`config.mk`:
```
export PLATFORM = sky130hd
export DESIGN_NAME = nios_system_sensor_poller
export DESIGN_NICKNAME = d
export VERILOG_FILES = /design/src/rtl/nios_system_sensor_poller.sv
export SDC_FILE = /design/constraint.sdc
export NUM_CORES = 1
export LEC_CHECK = 0
export ABC_AREA = 1
export CORE_AREA = 2 2 73 75
export CTS_BUF_LIST = sky130_fd_sc_hd__clkbuf_4
export DETAILED_ROUTE_END_ITERATION = 7
export DIE_AREA = 0 0 75 77
export PLACE_DENSITY = 0.77
export SLEW_MARGIN = 5
export SYNTH_ARGS = -nofsm -noshare
export SYNTH_HDL_FRONTEND = slang
export SYNTH_SLANG_ARGS = --single-unit
```
`constraint.sdc`:
```
create_clock -name clk -period 4.5 [get_ports clk]
set_input_delay 0.675 -clock clk [delete_from_list [all_inputs] [get_ports clk]]
set_output_delay 0.675 -clock clk [all_outputs]
set_load 0.02 [all_outputs]
```
`src/rtl/nios_system_sensor_poller.sv`:
```
// Avalon-MM read master that periodically polls a sensor PIO data register,
// shadows the low DATA_W bits and flags arrival, change and read timeout.
module nios_system_sensor_poller #(
   parameter int unsigned DATA_W   = 9,
   parameter int unsigned POLL_DIV = 50000,
   parameter int unsigned TIMEOUT  = 255
) (
   input  logic              clk,
   input  logic              reset_n,
   input  logic              enable,
   output logic [1:0]        avm_address,
   output logic              avm_read,
   input  logic              avm_waitrequest,
   input  logic [31:0]       avm_readdata,
   input  logic              avm_readdatavalid,
   output logic [DATA_W-1:0] sample,
   output logic              sample_valid,
   output logic              changed,
   output logic              timeout_err
);

   localparam int unsigned PollW = (POLL_DIV > 1) ? $clog2(POLL_DIV) : 1;
   localparam int unsigned TmoW  = (TIMEOUT > 1) ? $clog2(TIMEOUT) : 1;

   localparam logic [PollW-1:0] PollLast = PollW'(POLL_DIV - 1);
   localparam logic [TmoW-1:0]  TmoLast  = TmoW'(TIMEOUT - 1);

   typedef enum logic [1:0] {
      StIdle,
      StReq,
      StWait
   } state_e;

   state_e              state_q, state_d;
   logic [PollW-1:0]    poll_cnt_q, poll_cnt_d;
   logic [TmoW-1:0]     tmo_cnt_q, tmo_cnt_d;
   logic                read_q, read_d;
   logic [DATA_W-1:0]   sample_q, sample_d;
   logic                valid_q, valid_d;
   logic                changed_q, changed_d;
   logic                err_q, err_d;

   logic                tick;
   logic                capture;
   logic                abort;
   logic                tmo_last;
   logic [DATA_W-1:0]   rd_field;
   logic                unused_rdata;

   // Only the low DATA_W bits carry the sensor field.
   assign rd_field     = avm_readdata[DATA_W-1:0];
   assign unused_rdata = ^avm_readdata;

   // Free-running poll divider, parked at zero while polling is disabled.
   always_comb begin
      poll_cnt_d = '0;
      if (enable) begin
         poll_cnt_d = (poll_cnt_q == PollLast) ? '0 : poll_cnt_q + PollW'(1);
      end
   end

   assign tick     = enable && (poll_cnt_q == PollLast);
   assign tmo_last = (tmo_cnt_q == TmoLast);

   always_comb begin
      state_d   = state_q;
      tmo_cnt_d = tmo_cnt_q;
      read_d    = read_q;
      capture   = 1'b0;
      abort     = 1'b0;

      unique case (state_q)
         StIdle: begin
            if (tick) begin
               state_d   = StReq;
               read_d    = 1'b1;
               tmo_cnt_d = '0;
            end
         end
         StReq: begin
            tmo_cnt_d = tmo_cnt_q + TmoW'(1);
            // A response in the accept cycle wins over a coincident timeout.
            if (!avm_waitrequest && avm_readdatavalid) begin
               capture = 1'b1;
            end else if (tmo_last) begin
               abort = 1'b1;
            end else if (!avm_waitrequest) begin
               state_d = StWait;
               read_d  = 1'b0;
            end
         end
         StWait: begin
            tmo_cnt_d = tmo_cnt_q + TmoW'(1);
            if (avm_readdatavalid) begin
               capture = 1'b1;
            end else if (tmo_last) begin
               abort = 1'b1;
            end
         end
         default: begin
            state_d = StIdle;
            read_d  = 1'b0;
         end
      endcase

      if (capture || abort) begin
         state_d = StIdle;
         read_d  = 1'b0;
      end
   end

   always_comb begin
      sample_d  = sample_q;
      valid_d   = 1'b0;
      changed_d = 1'b0;
      err_d     = err_q;
      if (capture) begin
         sample_d  = rd_field;
         valid_d   = 1'b1;
         changed_d = (rd_field != sample_q);
         err_d     = 1'b0;
      end else if (abort) begin
         err_d = 1'b1;
      end
   end

   always_ff @(posedge clk or negedge reset_n) begin
      if (!reset_n) begin
         state_q    <= StIdle;
         poll_cnt_q <= '0;
         tmo_cnt_q  <= '0;
         read_q     <= 1'b0;
         sample_q   <= '0;
         valid_q    <= 1'b0;
         changed_q  <= 1'b0;
         err_q      <= 1'b0;
      end else begin
         state_q    <= state_d;
         poll_cnt_q <= poll_cnt_d;
         tmo_cnt_q  <= tmo_cnt_d;
         read_q     <= read_d;
         sample_q   <= sample_d;
         valid_q    <= valid_d;
         changed_q  <= changed_d;
         err_q      <= err_d;
      end
   end

   assign avm_address  = 2'b00;
   assign avm_read     = read_q;
   assign sample       = sample_q;
   assign sample_valid = valid_q;
   assign changed      = changed_q;
   assign timeout_err  = err_q;

endmodule

```
# ---- After elaboration in Yosys (flattened, before gate mapping)
# Cells that the tools add are included.
dict set report op_classes {
  addsub 2
  n_mul 0
  n_div 0
  magnitude_cmp 0
  n_eq_ne 11
  n_shift 0
  mux 27
  bitwise 0
  reduce_logical 10
}
# operator n
set op_table {}
lappend op_table {{$mux 16} 2}
lappend op_table {{$add 16x1->16 const B} 1}
lappend op_table {{$eq 16x16->1 const B} 1}
lappend op_table {{$pmux 8 s2} 1}
lappend op_table {{$mux 1} 14}
lappend op_table {{$ne 3x3->1 const B} 4}
lappend op_table {{$mux 2} 5}
lappend op_table {{$ne 9x9->1} 1}
lappend op_table {{$add 8x1->8 const B} 1}
lappend op_table {{$eq 8x8->1 const B} 1}
lappend op_table {{$mux 8} 1}
lappend op_table {{$pmux 2 s3} 1}
lappend op_table {{$reduce_and 5->1} 1}
lappend op_table {{$ne 2x2->1 const B} 2}
lappend op_table {{$pmux 1 s2} 2}
lappend op_table {{$reduce_bool 2->1} 2}
lappend op_table {{$pmux 1 s3} 1}
lappend op_table {{$eq 2x1->1 const B} 1}
lappend op_table {{$eq 2x2->1 const B} 1}
lappend op_table {{$logic_and 1x1->1} 2}
lappend op_table {{$logic_not 2->1} 1}
lappend op_table {{$reduce_and 2->1} 1}
lappend op_table {{$reduce_or 2->1} 1}
lappend op_table {{$logic_not 1->1} 1}
lappend op_table {{$logic_or 1x1->1} 1}
dict set report word_totals {
  ff_bits 39
  latch_bits 0
  mem_bits_rw 0
  rom_bits 0
  out_inout_bits 15
  elab_cells 58
  memories 0
}

# ---- Logic depth before layout (Yosys ltp)
# Gate-level depths: netlist (run 1).
dict set report depth {
  depth_word 7
  mapped_depth 11
  depth_no_buf 11
}

# ---- Worst setup path after synthesis (run 1)
# Ideal clock, no wire load.
dict set report synth_timing {
  kind {register to register}
  start {register avm_read (netlist name)}
  end {register tmo_cnt_q[2]}
  setup_ns 0.074
  t_arrival_ns 1.595
  slack_ns 2.831
  stages_incl_launch_ff 8
  synth_period_minus_slack_ns 1.669
  cell_sequence {dfrtp_1 > inv_1 > ha_1 > or2_2 > nand2_4 > buf_6 > nand2_1 > o21ai_2}
}
# item line_no
set synth_rtl {}
lappend synth_rtl {{end signal, assigned} 140} ;# tmo_cnt_q <= tmo_cnt_d;
lappend synth_rtl {{end, declared} 36} ;# logic [TmoW-1:0] tmo_cnt_q, tmo_cnt_d;

# ---- Worst setup path after layout (run 1)
dict set report layout_timing {
  start {register sample_q[5], in the netlist sample[5]}
  end {output port sample[5]}
}
# item line_no
set layout_rtl {}
lappend layout_rtl {{start, declared} 38} ;# logic [DATA_W-1:0] sample_q, sample_d;
lappend layout_rtl {{start signal, assigned} 142} ;# sample_q <= sample_d;
lappend layout_rtl {{end, declared} 16} ;# output logic [DATA_W-1:0] sample,
# No word-level cell between the ends.

==> flow_summary.ini, run 1 <==
[outcome]
status = finished clean

[floorplan]
row_count = 26
initial_core_util_pct = 43.97
die_height_um = 77
die_x_um = 75
ioPinCount = 52
core_um2 = 4977
dieArea_um2 = 5775

[power]
irDropWorstVdd_mv = 0.1516
total_power_mw = 0.6032
pwr_density_cell_nw_per_um2 = 235.3
p_leak_nw = 1.137

[drt]
drt_iter0_drc = 172
dr.pass1.iters = 7
num_vias = 1800
wl_per_cell_um = 11.16
ant_nets = 0
drt-total-wl_mm = 4.209
via_per_inst = 4.775
drc_errors = 0

[logic_synthesis]
synthAdderAreaFrac_pct = 3.431
synth.avg_cell_area_um2 = 7.872
synth-async-reset-ratio_pct = 100.0
synth_top_area_cell = dfrtp_1
yosys.area_share.xor_xnor_pct = 6.404
seq_area_frac_synth_pct = 43.45
synth_compound_area_share_pct = 6.518
ys.flop_type = dfrtp_1
synth_edf_count = 0
synth-simple-area-share_pct = 33.05
synth_cells = 278
synthMuxAreaShare_pct = 0
synth.top_cell.area_share_pct = 43.45
syn_area_um2 = 2188
synthTopCellsByArea = dfrtp_1, nand2_1, nor2_1
synth_top_family_by_area = simple AND/OR/NAND/NOR gates
ys_types = 33
ys_ff_latch = 38
yosys_warnings = 0

[critical_path]
reg2reg_slack_ns = 2.77
crit_required_ns = 3.83
crit_type = reg2out
max_stage_delay_ns = 0.64
worst-path-max-fanout = 4
path_buf_inv = 1
critPathCaptureType = output port
r2r_end = poll_cnt_q[8]
slowest_stage = clkdlybuf4s50_1
crit_arrival_ns = 1.39
critPathLaunchType = register
crit_start = sample[5]
reg2regPathDepth = 7
crit_family = buffers and inverters
cp_cell_sequence = clkdlybuf4s50_1
r2r-start = poll_cnt_q[0]

[cells_and_area]
final_common_cell = nand2_1
areaGrowthSynthToFinish_pct = 17.15
final_cells = 377
drive_gt1_share_pct = 10.10
nets = 350
final_cell_mix = nand2_1, nor2_1, dfrtp_1
diodes = 0

[cts]
cts_num_sinks = 38
cts_resized = 0
post_cts_buffers = 0
h-tree-depth = 2
clk_transition_reported_paths_ns = 0.11
clk_latency_ns = 0.35
clock_path_buffers = 2
ctsHoldBuffers = 0
cts_tree = done
clock-root-buffer = clkbuf_4
cts_buffers = 5

[sta]
finClkSkew_ns = 0.01129
fin_crit_ns = 2.066
max_slew.worst_pin.slew_ns = 0.8384
layout_worst_path_cycle_share_pct = 45.90
slew-limit-headroom_pct = 44.11
slew_viol_final = 0
setup_viol = 0
finalHoldViolCount = 0
fmax_mhz = 484.1
fin_setup_tns_ns = 0
grt_setup_unrepaired = no

[grt]
first_global_vias = 1652
grt_max_degree = 39
antenna_found_initial = 0
overflow = 0
grtUsageTotal_pct = 16.12
grt_pass1_wl_mm = 7.314

[placed_design]
portBuffers = 26
place_inst = 370
place.gp.congestion = 0.9085
dpl.hpwl_mm = 3.106

[min_path]
hp-class = in2async

[flow_run]
maxCapViolCount = 0
## cell usage after synthesis (4+ instances only)
cell,instances
nand4_1,5
inv_1,25
xor2_1,11
nand3_1,18
o21ai_2,4
xnor2_1,5
nand2_1,71
dfrtp_1,38
or2_2,4
a21oi_1,4
nor2_1,42
o21ai_1,6
ha_1,6
nor3_1,6
## worst max path at each step
stage | endpoint | slack, ns | depth (start not counted)
global placement | poll_cnt_q[8] | 2.31 | 5
detailed placement | poll_cnt_q[8] | 2.31 | 5
floorplan | tmo_cnt_q[2] | 2.83 | 7
global route | sample[4] | 2.35 | 1
CTS | sample[4] | 2.41 | 1
finish | sample[5] | 2.43 | 1
## layer usage
metal  global-route usage [%]  vias to the layer above  part of all wire [%]
met5                        0                        -                     0
met4                    6.071                        0                   2.2
met3                    4.205                       12                   4.2
met2                    24.56                       41                    47
met1                    21.75                      819                    46
li1                         -                      928                     -
## area by class of cell
cell class	instances	area [um2]
Fill cell	469	2414
Multi-Input combinational cell	207	1089
Sequential cell	38	950.9
Timing Repair Buffer	26	255.2
Inverter	29	110.1
Tap cell	70	87.58
Clock buffer	5	37.54
Clock inverter	2	33.78
## stage by stage
stage	instance area [um2]	hold WS (ns)	setup slack, ns	util [%]
after floorplan	2192	0.3794	2.831	-
after CTS	2564	0.4331	2.409	51.51
final	2564	0.4091	2.434	51.51
after global routing	2564	0.4881	2.350	51.51
after detailed placement	2492	0.4831	2.310	50.08
after global placement	2492	0.4774	2.313	50.08
## cell families (layout without fill, tap and decap cells)
| kind of cell | count (synthesis) | count (layout) |
|---|---|---|
| compound gates | 23 | 23 |
| xor+xnor | 16 | 16 |
| fa+ha+maj | 6 | 6 |
| buf+inv | 34 | 62 |
| flops | 38 | 38 |
| other cells | 1 | 2 |
| simple gates | 160 | 160 |
## power breakdown
group,switching (mW),internal (mW)
registers,0.00235,0.343
clock network,0.110,0.112
logic,0.0197,0.0150
total,0.132,0.471
## state kept, by name (all words and copies together), names as in the netlist
register / flops
poll_cnt_q: 16
sample: 9
tmo_cnt_q: 8
avm_read: 1
changed: 1
sample_valid: 1
state_q: 1
timeout_err: 1
(Power assumes the default switching activity.)
==> run 2, diff against run 1 <==
- PLACE_DENSITY: 0.77 -> 0.8
- clock period: 4.5 -> 1.9 ns (I/O delays scaled with it)
==> flow_summary.ini, run 2 (synthesized netlist as in run 1, its figures left out) <==
[critical_path]
worst-path-max-fanout = 5
crit_type = reg2reg
critPathCaptureType = register
crit_required_ns = 2.18
crit_arrival_ns = 1.99
slowest_stage = dfrtp_1
cp_cell_sequence = ha_1 > nand3_2 > nor2_2 > and2_2 > nor2_1 > inv_1 > nor3_1
critPathLaunchType = register
max_stage_delay_ns = 0.43

[sta]
setup_slack_ns = 0.1819
fin_setup_tns_ns = 0
setup_viol = 0
fin_crit_ns = 1.718
fmax_mhz = 582.0
finClkSkew_ns = 0.01231
holdWs_ns = 0.4918
layout_worst_path_cycle_share_pct = 90.43
grt_setup_unrepaired = no
slew_viol_final = 0
finalHoldViolCount = 0

[power]
irDropWorstVdd_mv = 0.3288
switching_power_mw = 0.3309
p_int_mw = 0.9906
p_sw_share_pct = 25.04
clkPwrFrac_pct = 31.6
pwr_density_cell_nw_per_um2 = 514.0
pwr-share-seq_pct = 62.0
power_frac_comb_pct = 6.4
p_leak_nw = 1.140

[floorplan]
die_x_um = 75
dieArea_um2 = 5775
ioPinCount = 52
row_count = 26
initial_core_util_pct = 43.97
die_height_um = 77
core_um2 = 4977

[placed_design]
place_area_um2 = 2507
portBuffers = 26
dp_slack_ns = 0.1687
dpl.hpwl_mm = 3.136
place.gp.congestion = 0.9352

[drt]
wl_per_cell_um = 10.77
num_vias = 1821
drt-total-wl_mm = 4.104
drt_iter0_drc = 64
via_per_inst = 4.780
dr.pass1.iters = 4
drc_errors = 0
ant_nets = 0

[outcome]
status = finished clean

[cts]
cts_tree = done
cts_buffers = 5
clock-root-buffer = clkbuf_4
clk_latency_ns = 0.36
post_cts_buffers = 0
clk_transition_reported_paths_ns = 0.12
clock_path_buffers = 2
h-tree-depth = 2
cts_num_sinks = 38
cts_resized = 0

[grt]
antenna_found_initial = 0
grt_pass1_wl_mm = 7.031
grt_max_degree = 39
grtUsageTotal_pct = 15.68
first_global_vias = 1677
overflow = 0

[flow_run]
maxCapViolCount = 0

[cells_and_area]
nets = 353
regMostFlops = poll_cnt_q
largest_reg_flops = 16
stdcell_area_um2 = 2571
drive_gt1_share_pct = 10.93
diodes = 0
final_common_cell = nand2_1
final_cell_mix = nand2_1, nor2_1, dfrtp_1
areaGrowthSynthToFinish_pct = 17.50

[min_path]
hp-class = in2async
==> run 2: cell count changes in the layout (fill, tap and decap cells not counted) <==
cell           change
buf_4              +2
bufinv_16          -1
clkinv_2           +1
clkinvlp_4         +1
dlygate4sd3_1      +1
==> run 2: layout make-up <==
type                       count  area (um2)
multi-input combinational    207        1089
clock inverter                 3       16.27
fill                         459        2406
timing repair buffer          29       280.3
inverter                      29       110.1
tap                           70       87.58
clock buffer                   5       37.54
sequential                    38       950.9
==> run 2: metal layers <==
metal / part of all wire, % / wire, um / up-vias / GRT usage [%]
li1: - / - / 941 / -
met1: 44 / 1806 / 844 / 18.48
met2: 50 / 2064 / 27 / 26.40
met3: 3.5 / 144 / 9 / 3.811
met4: 2.2 / 89 / 0 / 6.786
met5: 0 / 0 / - / 0
==> run 2: power groups by stage <==
| stage | Sequential, mW | Combinational [mW] | Clock, mW |
|---|---|---|---|
| 6_report | 0.819 | 0.0848 | 0.417 |
| 5_1_grt | 0.821 | 0.0982 | 0.464 |
| 4_1_cts | 0.819 | 0.0871 | 0.434 |
| 3_5_place_dp | 0.835 | 0.0849 | 0 |
| 3_3_place_gp | 0.835 | 0.0849 | 0 |
| 2_1_floorplan | 0.834 | 0.0349 | 0 |
==> run 2: stage by stage <==
stage,util (%),std cells,total power [mW]
floorplan,-,279,0.8687
global placement,50.38,372,0.9196
detailed placement,50.38,372,0.9198
CTS,51.66,381,1.340
global route,51.66,381,1.383
finish,51.66,381,1.322
==> run 2: final timing paths <==
check	end	from	slack, ns	depth (start not counted)
setup / recovery	poll_cnt_q[8]	poll_cnt_q[0]	0.18	7
hold / removal	poll_cnt_q[5]	reset_n	0.49	3
setup reg to reg	poll_cnt_q[8]	poll_cnt_q[0]	0.18	7
hold reg to reg	poll_cnt_q[0]	poll_cnt_q[0]	0.50	1
max in group asynchronous	changed	reset_n	1.07	3
min in group clk	sample[1]	avm_readdata[1]	0.50	3
==> run 2: timing repair <==
| action | CTS | global route |
|---|---|---|
| hold buffers | 1 | 0 |
| hold endpoints to repair | 38 | 0 |
| setup endpoints to repair | 0 | 0 |
==> run 2: critical path: cells and delay by family, from the launching register on <==
family | cells | cell delay, ns
DFF | 1 | 0.43
adders and majority gates | 1 | 0.29
buffers and inverters | 1 | 0.17
and+or+nand+nor | 5 | 0.76
==> run 3, diff against run 2 <==
- CTS_CLUSTER_DIAMETER: not set -> 50
==> results of run 3 <==
Same layout as run 2: the final DEF is identical, and so are final timing and power.
